<file path="src/rtl/blit_pkg.sv">
// Shared definitions for the sprite blitter.
//   - blit_state_e : blitter FSM state encoding
//   - DEF_FB_W/H   : default framebuffer geometry
//   - DEF_KEY_COLOR: default transparent colour
//   - clog2        : constant-evaluable ceil(log2(v))
package blit_pkg;

  localparam int          DEF_FB_W      = 640;
  localparam int          DEF_FB_H      = 480;
  localparam logic [11:0] DEF_KEY_COLOR = 12'h000;

  typedef enum logic [1:0] {IDLE, RUN, DRAIN, DONE} blit_state_e;

  function automatic int clog2(input int v);
    int r;
    r = 0;
    for (int i = 0; i < 32; i++)
      if ((1 << r) < v) r++;
    return r;
  endfunction

endpackage

</file>
<file path="src/rtl/blit_addr_gen.sv">
// Sprite source-address generator.
// Holds the cx/cy pixel counters, the latched sprite id / flip flag and the
// registered ROM address for the pixel currently being fetched.
//   load      : start of blit; latch id/flip, counters to 0, issue pixel 0
//   advance   : step to the next pixel (cx wraps at SPR_W and bumps cy)
//   src_addr  : id*SPR_W*SPR_H + cy*SPR_W + (flip ? SPR_W-1-cx : cx)
//   cx, cy    : counters of the pixel whose address is on src_addr
//   last      : src_addr currently holds the final pixel of the sprite
module blit_addr_gen #(
  parameter int SPR_W       = 20,
  parameter int SPR_H       = 40,
  parameter int NUM_SPRITES = 4,
  parameter int ID_W        = 2,
  parameter int SPR_AW      = 12,
  parameter int CX_W        = 5,
  parameter int CY_W        = 6
) (
  input  logic              clock,
  input  logic              reset_n,
  input  logic              load,
  input  logic              advance,
  input  logic [ID_W-1:0]   sprite_id,
  input  logic              flip_h,
  output logic [SPR_AW-1:0] src_addr,
  output logic [CX_W-1:0]   cx,
  output logic [CY_W-1:0]   cy,
  output logic              last
);

  logic [ID_W-1:0] id_q;
  logic            flip_q;
  logic [CX_W-1:0] cx_nxt;
  logic [CY_W-1:0] cy_nxt;

  function automatic logic [SPR_AW-1:0] pix_addr(input logic [ID_W-1:0] id,
                                                 input logic fl,
                                                 input logic [CX_W-1:0] x,
                                                 input logic [CY_W-1:0] y);
    int col;
    col = fl ? (SPR_W - 1 - int'(x)) : int'(x);
    return SPR_AW'(int'(id) * SPR_W * SPR_H + int'(y) * SPR_W + col);
  endfunction

  assign last = (cx == CX_W'(SPR_W - 1)) && (cy == CY_W'(SPR_H - 1));

  always_comb begin
    cx_nxt = cx + CX_W'(1);
    cy_nxt = cy;
    if (cx == CX_W'(SPR_W - 1)) begin
      cx_nxt = '0;
      cy_nxt = cy + CY_W'(1);
    end
  end

  always_ff @(posedge clock or negedge reset_n) begin
    if (!reset_n) begin
      id_q     <= '0;
      flip_q   <= 1'b0;
      cx       <= '0;
      cy       <= '0;
      src_addr <= '0;
    end else if (load) begin
      // Pixel 0 is issued on the accept edge so the address stream starts
      // in the first RUN cycle.
      id_q     <= sprite_id;
      flip_q   <= flip_h;
      cx       <= '0;
      cy       <= '0;
      src_addr <= pix_addr(sprite_id, flip_h, '0, '0);
    end else if (advance) begin
      cx       <= cx_nxt;
      cy       <= cy_nxt;
      src_addr <= pix_addr(id_q, flip_q, cx_nxt, cy_nxt);
    end
  end

endmodule

</file>
<file path="src/rtl/sprite_blitter.sv">
// Sprite blitter: copies one SPR_W x SPR_H sprite from a 1-cycle-latency
// ROM into the framebuffer at (pos_x, pos_y), optionally mirrored,
// skipping KEY_COLOR pixels and pixels that fall off the framebuffer.
//   clock, reset_n          : clock, async active-low reset
//   start, sprite_id, pos_x,
//   pos_y, flip_h           : blit request (sampled only in IDLE)
//   src_addr / src_data     : sprite ROM read port
//   fb_addr, fb_data, fb_we : framebuffer write port
//   busy                    : blit in progress
//   done                    : one-cycle completion pulse
// Pipeline: vld_pipe[0] tracks src_addr, vld_pipe[1] tracks src_data,
// the fb_* registers are the write stage.
module sprite_blitter
  import blit_pkg::*;
#(
  parameter int                    DATA_WIDTH  = 12,
  parameter int                    FB_W        = DEF_FB_W,
  parameter int                    FB_H        = DEF_FB_H,
  parameter int                    SPR_W       = 20,
  parameter int                    SPR_H       = 40,
  parameter int                    NUM_SPRITES = 4,
  parameter logic [DATA_WIDTH-1:0] KEY_COLOR   = DATA_WIDTH'(DEF_KEY_COLOR),
  localparam int FB_AW  = clog2(FB_W * FB_H),
  localparam int SPR_AW = clog2(NUM_SPRITES * SPR_W * SPR_H),
  localparam int ID_W   = (clog2(NUM_SPRITES) < 1) ? 1 : clog2(NUM_SPRITES)
) (
  input  logic                  clock,
  input  logic                  reset_n,
  input  logic                  start,
  input  logic [ID_W-1:0]       sprite_id,
  input  logic [9:0]            pos_x,
  input  logic [9:0]            pos_y,
  input  logic                  flip_h,
  output logic [SPR_AW-1:0]     src_addr,
  input  logic [DATA_WIDTH-1:0] src_data,
  output logic [FB_AW-1:0]      fb_addr,
  output logic [DATA_WIDTH-1:0] fb_data,
  output logic                  fb_we,
  output logic                  busy,
  output logic                  done
);

  localparam int CX_W = (clog2(SPR_W) < 1) ? 1 : clog2(SPR_W);
  localparam int CY_W = (clog2(SPR_H) < 1) ? 1 : clog2(SPR_H);

  blit_state_e     state;
  logic [9:0]      px_q, py_q;
  logic [1:0]      vld_pipe;
  logic [CX_W-1:0] cx;
  logic [CY_W-1:0] cy;
  logic            last, load, advance;
  logic [10:0]     dx, dy, s_dx, s_dy;
  logic            clip, s_clip;

  assign load    = (state == IDLE) && start;
  assign advance = (state == RUN) && !last;

  blit_addr_gen #(
    .SPR_W(SPR_W), .SPR_H(SPR_H), .NUM_SPRITES(NUM_SPRITES),
    .ID_W(ID_W), .SPR_AW(SPR_AW), .CX_W(CX_W), .CY_W(CY_W)
  ) u_addr_gen (
    .clock    (clock),
    .reset_n  (reset_n),
    .load     (load),
    .advance  (advance),
    .sprite_id(sprite_id),
    .flip_h   (flip_h),
    .src_addr (src_addr),
    .cx       (cx),
    .cy       (cy),
    .last     (last)
  );

  // 11-bit sums: pos up to 1023 plus sprite offset must not wrap back
  // into the visible area.
  assign dx   = {1'b0, px_q} + 11'(cx);
  assign dy   = {1'b0, py_q} + 11'(cy);
  assign clip = (dx >= 11'(FB_W)) || (dy >= 11'(FB_H));

  always_ff @(posedge clock or negedge reset_n) begin
    if (!reset_n) begin
      state    <= IDLE;
      px_q     <= '0;
      py_q     <= '0;
      vld_pipe <= '0;
      s_dx     <= '0;
      s_dy     <= '0;
      s_clip   <= 1'b0;
      fb_addr  <= '0;
      fb_data  <= '0;
      fb_we    <= 1'b0;
      busy     <= 1'b0;
      done     <= 1'b0;
    end else begin
      // Stage 1 -> 2: destination travels alongside the ROM read.
      vld_pipe[1] <= vld_pipe[0];
      s_dx        <= dx;
      s_dy        <= dy;
      s_clip      <= clip;
      // Write stage: src_data now belongs to the stage-2 pixel.
      fb_we   <= vld_pipe[1] && !s_clip && (src_data != KEY_COLOR);
      fb_addr <= FB_AW'(s_dy) * FB_AW'(FB_W) + FB_AW'(s_dx);
      fb_data <= src_data;
      done    <= 1'b0;
      case (state)
        IDLE: if (start) begin
          px_q        <= pos_x;
          py_q        <= pos_y;
          vld_pipe[0] <= 1'b1;
          busy        <= 1'b1;
          state       <= RUN;
        end
        RUN: if (last) begin
          vld_pipe[0] <= 1'b0;
          state       <= DRAIN;
        end
        // The last pixel's ROM data is on src_data during DRAIN and is
        // committed on this edge, so done lines up with the final write.
        DRAIN: begin
          done  <= 1'b1;
          state <= DONE;
        end
        DONE: begin
          busy  <= 1'b0;
          state <= IDLE;
        end
        default: state <= IDLE;
      endcase
    end
  end

endmodule

</file>
<file path="config.mk">
export PLATFORM = sky130hd
export DESIGN_NAME = sprite_blitter
export DESIGN_NICKNAME = d
export VERILOG_FILES = /design/src/rtl/blit_pkg.sv /design/src/rtl/blit_addr_gen.sv /design/src/rtl/sprite_blitter.sv
export SDC_FILE = /design/constraint.sdc
export NUM_CORES = 1
export LEC_CHECK = 0
export ABC_CLOCK_PERIOD_IN_PS = 10300
export CORE_ASPECT_RATIO = 0.75
export CORE_UTILIZATION = 40
export DETAILED_ROUTE_END_ITERATION = 7
export GPL_TIMING_DRIVEN = 0
export PLACE_DENSITY_LB_ADDON = 0.3
export SLEW_MARGIN = 20
export SYNTH_ARGS = -nofsm -noshare
export SYNTH_HDL_FRONTEND = slang
export SYNTH_HIERARCHICAL = 1
export SYNTH_SLANG_ARGS = --single-unit
</file>
<file path="constraint.sdc">
create_clock -name clock -period 10.3 [get_ports clock]
set_input_delay 2.06 -clock clock [delete_from_list [all_inputs] [get_ports clock]]
set_output_delay 2.06 -clock clock [all_outputs]
set_load 0.005 [all_outputs]
</file>
==> flow_metrics.py, run 1 <==
metrics = {
    "logic_synthesis": {
        "yosys-top-cells-area": "dfrtp_1 (43%), ha_1 (12%), xnor2_1 (4.0%), xor2_1 (3.7%), mux2_2 (3.7%)",
        "async_flop_share_pct": 100,
        "synth_area_um2": 6170,
        "synth.avg_cell_area_um2": 10.9,
        "syn_nets": 678,
        "yosysSeqAreaShare_pct": 43.4,
        "yosys_warnings": 6,
        "synthCells": 568,
        "synth_ff_type": "dfrtp_1",
        "synth_edf_count": 0,
        "synth_cell_types": 70,
        "netlist.area_leader.share_pct": 43.4,
        "ys_seq_elements": 107,
        "synth_area_leader_cell": "dfrtp_1",
    },
    "routing": {
        "num_vias": 4427,
        "drt_iter0_drc": 212,
        "drt.antenna.violating_nets": 0,
        "first_pass_iters": 5,
        "wl_per_cell_um": 14.4,
        "drc": 0,
        "viasPerCell": 5.10,
        "wirelength_mm": 12.5,
    },
    "clock_tree": {
        "cts_root_buffer": "clkbuf_16",
        "cts_tree": "built",
        "hold_buffers": 0,
        "clk_path_buf_depth": 2,
        "clkSlewWorstSetupHoldPaths_ps": 80,
        "cts-resized-gates": 0,
        "numClockSinks": 107,
        "htreeDepth": 3,
        "numCtsBuffers": 9,
        "cts_setup_buffers": 0,
        "clock_latency_ps": 350,
    },
    "layout": {
        "finalNetCount": 773,
        "antennaDiodeCount": 0,
        "layout_commonest_cell": "dfrtp_1",
        "final_cell_mix": "dfrtp_1 (107), clkdlybuf4s50_1 (82), ha_1 (61)",
        "finalNonFillerCells": 868,
        "drive_gt1_share_pct": 9.58,
        "synthToLayoutAreaGrowth_pct": 22.8,
    },
    "placement": {
        "gp_congestion": 0.807,
        "port_buffers": 83,
        "placedCellCount": 852,
        "hpwl_mm": 9.43,
    },
    "critical_path": {
        "cp_slowest_cell": "dfrtp_1",
        "cp-end-kind": "register",
        "path_buf_inv": 2,
        "critPathLaunchType": "register",
        "criticalPathCategory": "register to register",
        "arrival_ps": 5510,
        "crit_top_cell": "ha_1",
        "cp_data_required_time_ps": 10530,
        "path_cells": "ha_1, and4bb_1, buf_2, mux2_2, ha_1, ha_1, fa_1, a21o_1, nand2_1, o21ai_0, a32o_1, a221oi_2, fa_1, inv_1, ha_1, o21ai_0, nand2b_1, a31oi_1, xnor2_1, o21ai_0",
        "critPathMaxFanout": 10,
        "cp_top_family": "adder cells",
        "slowest_delay_ps": 490,
    },
    "sta": {
        "post-route-min-period_ps": 5280,
        "finalMaxSlewViolations": 0,
        "rsz0062_at_grt": "no",
        "tns_ps": 0,
        "hold_viol_final": 0,
        "max_freq_mhz": 190,
        "setup_viol": 0,
        "max_slew_margin_pct": 52.7,
        "finClkSkew_ps": 8.94,
        "tightest_slew_ps": 704,
        "layout_worst_path_cycle_share_pct": 51.2,
    },
    "power": {
        "p_leak_nw": 3.47,
        "power.density_nw_per_um2": 301,
        "max-vdd-ir-drop_v": 0.000153,
    },
    "floorplanning": {
        "dieArea_um2": 15900,
        "die_y_um": 110,
        "die_w_um": 145,
        "ioPinCount": 84,
        "core_area_um2": 14700,
        "rows": 38,
        "start_util_pct": 41.8,
    },
    "run_status": {
        "status": "complete, no violations",
    },
    "min_path": {
        "min_path_type": "register to register",
    },
    "global_routing": {
        "antenna_found_initial": 0,
        "grt_usage_pct": 17.2,
        "grt_pass1_vias": 4439,
        "grt_max_degree": 79,
        "grt_overflow": 0,
        "grt_pass1_wl_mm": 21.7,
    },
    "job": {
        "drv_cap": 0,
    },
}
## per-stage QoR
stage | hold slack, ps | worst slack [ps] | total power, W | instance area, um^2 | util (%)
3_3_place_gp | 339 | 3170 | 0.00191 | 7250 | 49.2
6_report | 354 | 5020 | 0.00228 | 7570 | 51.4
2_1_floorplan | 331 | 5710 | 0.00157 | 6170 | -
5_1_grt | 361 | 4640 | 0.00249 | 7570 | 51.4
3_5_place_dp | 337 | 5040 | 0.00195 | 7280 | 49.4
4_1_cts | 357 | 5010 | 0.00231 | 7570 | 51.4
## logic make-up (layout without fill, tap and decap cells)
kind of cell               count (synthesis)  after routing  synth area share (%)
DFF                                      107            107                  43.4
muxes                                     26             26                  4.63
and+or+nand+nor                          144            144                  12.3
xor gates and xnor gates                  56             56                  8.38
AOI/OAI and AO/OA                        114            114                  12.0
adders and majority gates                 72             72                  15.9
buffers and inverters                     49            149                  3.31
## worst reg2reg max path: cells and delay by family (launching register included)
family          cells  cell delay, ps
flops               1             490
buf+inv             2             330
simple gates        3             490
xor+xnor            1             170
compound gates      7            1270
mux                 1             400
fa+ha+maj           6            1990
## sequential cells by signal (all words and copies together), names as in the netlist
name and cells:
px_q 10, u_addr_gen/src_addr 12, fb_we 1, vld_pipe 2
u_addr_gen/cy 6, done 1, u_addr_gen/id_q 2, state 2
busy 1, fb_addr 19, s_dy 11, u_addr_gen/cx 5
s_clip 1, s_dx 11, u_addr_gen/flip_q 1, fb_data 12
py_q 10
## layer usage
| layer | up-vias | global-route usage (%) | share of wire (%) |
|---|---|---|---|
| met5 | - | 0 | 0 |
| met4 | 0 | 4.81 | 1.1 |
| met3 | 16 | 3.78 | 4.7 |
| met2 | 121 | 28.6 | 46 |
| met1 | 2120 | 22.7 | 48 |
| li1 | 2170 | - | - |
## Yosys cell counts, types with 3 or more instances
cell type and number:
o21ai_0 34, nor2b_1 7, nand2b_1 8, clkbuf_1 9, mux2i_1 6, nor4_1 3
o21a_1 6, inv_1 31, xor2_1 26, nand4_1 4, ha_1 61, buf_2 4
or2_2 3, a211oi_1 4, a21oi_1 23, mux2_2 20, nor3_1 9, o211ai_1 4
o21bai_1 4, o21ai_1 3, nand3_1 9, nand2_1 36, a21o_1 10, nand4b_1 3
o22ai_1 4, nor2_1 37, a22oi_1 4, xnor2_1 28, fa_1 11, and3_1 6
dfrtp_1 107
## final cells by class
cell class                      count  area [um^2]
Timing Repair Buffer               84          860
Inverter                           31          116
Buffer                             18         87.6
Sequential cell                   107         2680
Tap cell                          200          250
Clock buffer                        9          225
Clock inverter                      7         71.3
Fill cell                        1321         7170
Multi-Input combinational cell    412         3290
## power by group
| group | internal, W | switching, W | total [W] |
|---|---|---|---|
| sequential | 0.000603 | 0.000115 | 0.000718 |
| combinational | 0.000599 | 0.000623 | 0.00122 |
| clock | 0.000172 | 0.000171 | 0.000343 |
| total | 0.00137 | 0.000909 | 0.00228 |
## final timing paths
check                                          end  slack (ps)  depth (start not counted)        startpoint
setup / recovery           u_addr_gen/src_addr[11]        5020                         20  u_addr_gen/cx[0]
min in group asynchronous              fb_addr[16]        1570                          1           reset_n
max in group asynchronous                  px_q[6]        8050                          2           reset_n
hold reg to reg                         fb_addr[5]         350                          0           s_dx[5]
hold / removal                          fb_addr[5]         350                          0           s_dx[5]
setup reg to reg           u_addr_gen/src_addr[11]        5020                         20  u_addr_gen/cx[0]
(Power assumes the default switching activity.)
==> run 2, diff against run 1 <==
--- a/config.mk
+++ b/config.mk
@@ -5,7 +5,7 @@
 export SDC_FILE = /design/constraint.sdc
 export NUM_CORES = 1
 export LEC_CHECK = 0
-export ABC_CLOCK_PERIOD_IN_PS = 10300
+export ABC_CLOCK_PERIOD_IN_PS = 5250
 export CORE_ASPECT_RATIO = 0.75
 export CORE_UTILIZATION = 40
 export DETAILED_ROUTE_END_ITERATION = 7
==> constraint.sdc (replaced) <==
create_clock -name clock -period 5.25 [get_ports clock]
set_input_delay 1.05 -clock clock [delete_from_list [all_inputs] [get_ports clock]]
set_output_delay 1.05 -clock clock [all_outputs]
set_load 0.005 [all_outputs]
==> flow_metrics.py, run 2 (synthesized netlist as in run 1, its figures left out) <==
metrics = {
    "placement": {
        "hpwl_mm": 9.43,
        "gp_congestion": 0.807,
        "placedCellCount": 852,
        "port_buffers": 83,
        "dpl-instance-area_um2": 7280,
    },
    "critical_path": {
        "arrival_ps": 5170,
        "reg2reg_from": "u_addr_gen/cx[0]",
        "cp-end-kind": "register",
        "critPathLaunchType": "register",
        "reg2reg_to": "u_addr_gen/src_addr[11]",
        "worstRegToRegCells": 20,
        "criticalPathCategory": "register to register",
        "r2r_slack_ps": 310,
        "critPathMaxFanout": 10,
        "cp_data_required_time_ps": 5480,
        "critPathLaunch": "u_addr_gen/cx[0]",
    },
    "clock_tree": {
        "clk_path_buf_depth": 2,
        "clkSlewWorstSetupHoldPaths_ps": 80,
        "cts_root_buffer": "clkbuf_16",
        "cts_tree": "built",
        "numClockSinks": 107,
        "numCtsBuffers": 9,
        "clock_latency_ps": 350,
        "htreeDepth": 3,
    },
    "global_routing": {
        "grt_max_degree": 79,
        "grt_overflow": 0,
        "grt_busiest_layer": "met2",
        "grt_usage_pct": 17.2,
        "antenna_found_initial": 0,
        "use_met3_pct": 3.78,
        "grt_pass1_vias": 4438,
        "grtUsageMet2_pct": 28.6,
        "grt_pass1_wl_mm": 21.7,
        "met1_usage_pct": 22.7,
    },
    "layout": {
        "synthToLayoutAreaGrowth_pct": 23.8,
        "top_regs": "fb_addr: 19 flops, fb_data: 12 flops, u_addr_gen/src_addr: 12 flops",
        "finalNetCount": 777,
        "final_cell_mix": "dfrtp_1 (105), clkdlybuf4s50_1 (82), ha_1 (60)",
        "finalNonFillerCells": 872,
        "stdcell_area_um2": 7630,
        "largest-register": "fb_addr",
        "fin_util_pct": 51.8,
        "layout_commonest_cell": "dfrtp_1",
        "largest_reg_flops": 19,
        "antennaDiodeCount": 0,
        "drive_gt1_share_pct": 10.9,
    },
    "routing": {
        "drt.antenna.violating_nets": 0,
        "wl_per_cell_um": 14.4,
        "viasPerCell": 5.03,
        "num_vias": 4383,
        "first_pass_iters": 4,
        "drt_iter0_drc": 204,
        "wirelength_mm": 12.6,
        "drc": 0,
    },
    "power": {
        "max-vdd-ir-drop_v": 0.000300,
        "swShare_pct": 39.7,
        "power.density_nw_per_um2": 591,
        "p_leak_nw": 3.49,
        "pwr-share-clk_pct": 14.9,
        "combPwrFrac_pct": 53.9,
        "power_frac_seq_pct": 31.2,
        "p_int_w": 0.00272,
        "p_switching_w": 0.00179,
    },
    "floorplanning": {
        "core_area_um2": 14700,
        "rows": 38,
        "die_w_um": 145,
        "ioPinCount": 84,
        "die_y_um": 110,
        "dieArea_um2": 15900,
        "start_util_pct": 41.8,
    },
    "min_path": {
        "hold_path_end": "fb_addr[5]",
        "min_path_type": "register to register",
        "holdPathStages": 0,
        "hold_start": "s_dx[5]",
    },
    "sta": {
        "max_freq_mhz": 203,
        "finClkSkew_ps": 8.03,
        "max_slew_margin_pct": 52.7,
        "hold_viol_final": 0,
        "fin_hold_ws_ps": 354,
        "layout_worst_path_cycle_share_pct": 94.0,
        "setup_viol": 0,
        "post-route-min-period_ps": 4940,
        "rsz0062_at_grt": "no",
        "finalMaxSlewViolations": 0,
        "tightest_slew_ps": 704,
        "tns_ps": 0,
    },
    "run_status": {
        "status": "complete, no violations",
    },
    "job": {
        "drv_cap": 0,
    },
}
run 2: cell type report:
| cell class | count | area (um^2) |
|---|---|---|
| plain buffers | 18 | 93.8 |
| flip-flops and latches | 107 | 2680 |
| well taps | 200 | 250 |
| repair buffers | 88 | 890 |
| clock buffers | 9 | 225 |
| inverters | 31 | 116 |
| fillers | 1311 | 7110 |
| multi-input cells | 412 | 3310 |
| clock inverters | 7 | 71.3 |
run 2: worst max path at each step:
stage	end	cells after the start
detailed placement	u_addr_gen/src_addr[11]	20
global placement	u_addr_gen/src_addr[9]	1
finish	u_addr_gen/src_addr[11]	20
global route	u_addr_gen/src_addr[11]	21
CTS	u_addr_gen/src_addr[11]	20
floorplan	u_addr_gen/src_addr[11]	20
run 2: critical path, stage by stage (launching register included):
cell and delay [ps]:
dfrtp_2 430, ha_4 190, and4bb_2 310, buf_6 160
mux2_2 380, ha_1 290, ha_1 230, fa_1 410
a21o_1 240, nand2_1 90, o21ai_0 80, a32o_1 280
a221oi_2 280, fa_1 450, inv_1 70, ha_1 260
o21ai_0 90, nand2b_1 70, a31oi_1 190, xnor2_1 180
o21ai_0 130
run 2: power groups by stage:
| stage | combinational (W) | clock (W) | sequential [W] |
|---|---|---|---|
| floorplan | 0.00171 | 0 | 0.00138 |
| global placement | 0.00233 | 0 | 0.00141 |
| detailed placement | 0.00239 | 0 | 0.00143 |
| CTS | 0.00242 | 0.000700 | 0.00141 |
| global route | 0.00274 | 0.000731 | 0.00145 |
| finish | 0.00243 | 0.000674 | 0.00141 |
run 2: per-layer routing:
layer	up-vias	wire (um)
li1	2174	-
met1	2101	6130
met2	94	5810
met3	14	496
met4	0	125
met5	-	0
run 2: timing repair:
action                                  CTS  global route
setup buffers                             0             4
gates resized for setup                   1             8
hold buffers                              0             0
endpoints found under the setup margin    2             2
run 2: metrics by stage:
| step | worst slack (ps) | power [W] |
|---|---|---|
| 6_report | 314 | 0.00451 |
| 5_1_grt | 5.64 | 0.00492 |
| 4_1_cts | 20.2 | 0.00453 |
| 3_5_place_dp | -11.5 | 0.00382 |
| 3_3_place_gp | -871 | 0.00374 |
| 2_1_floorplan | 657 | 0.00308 |
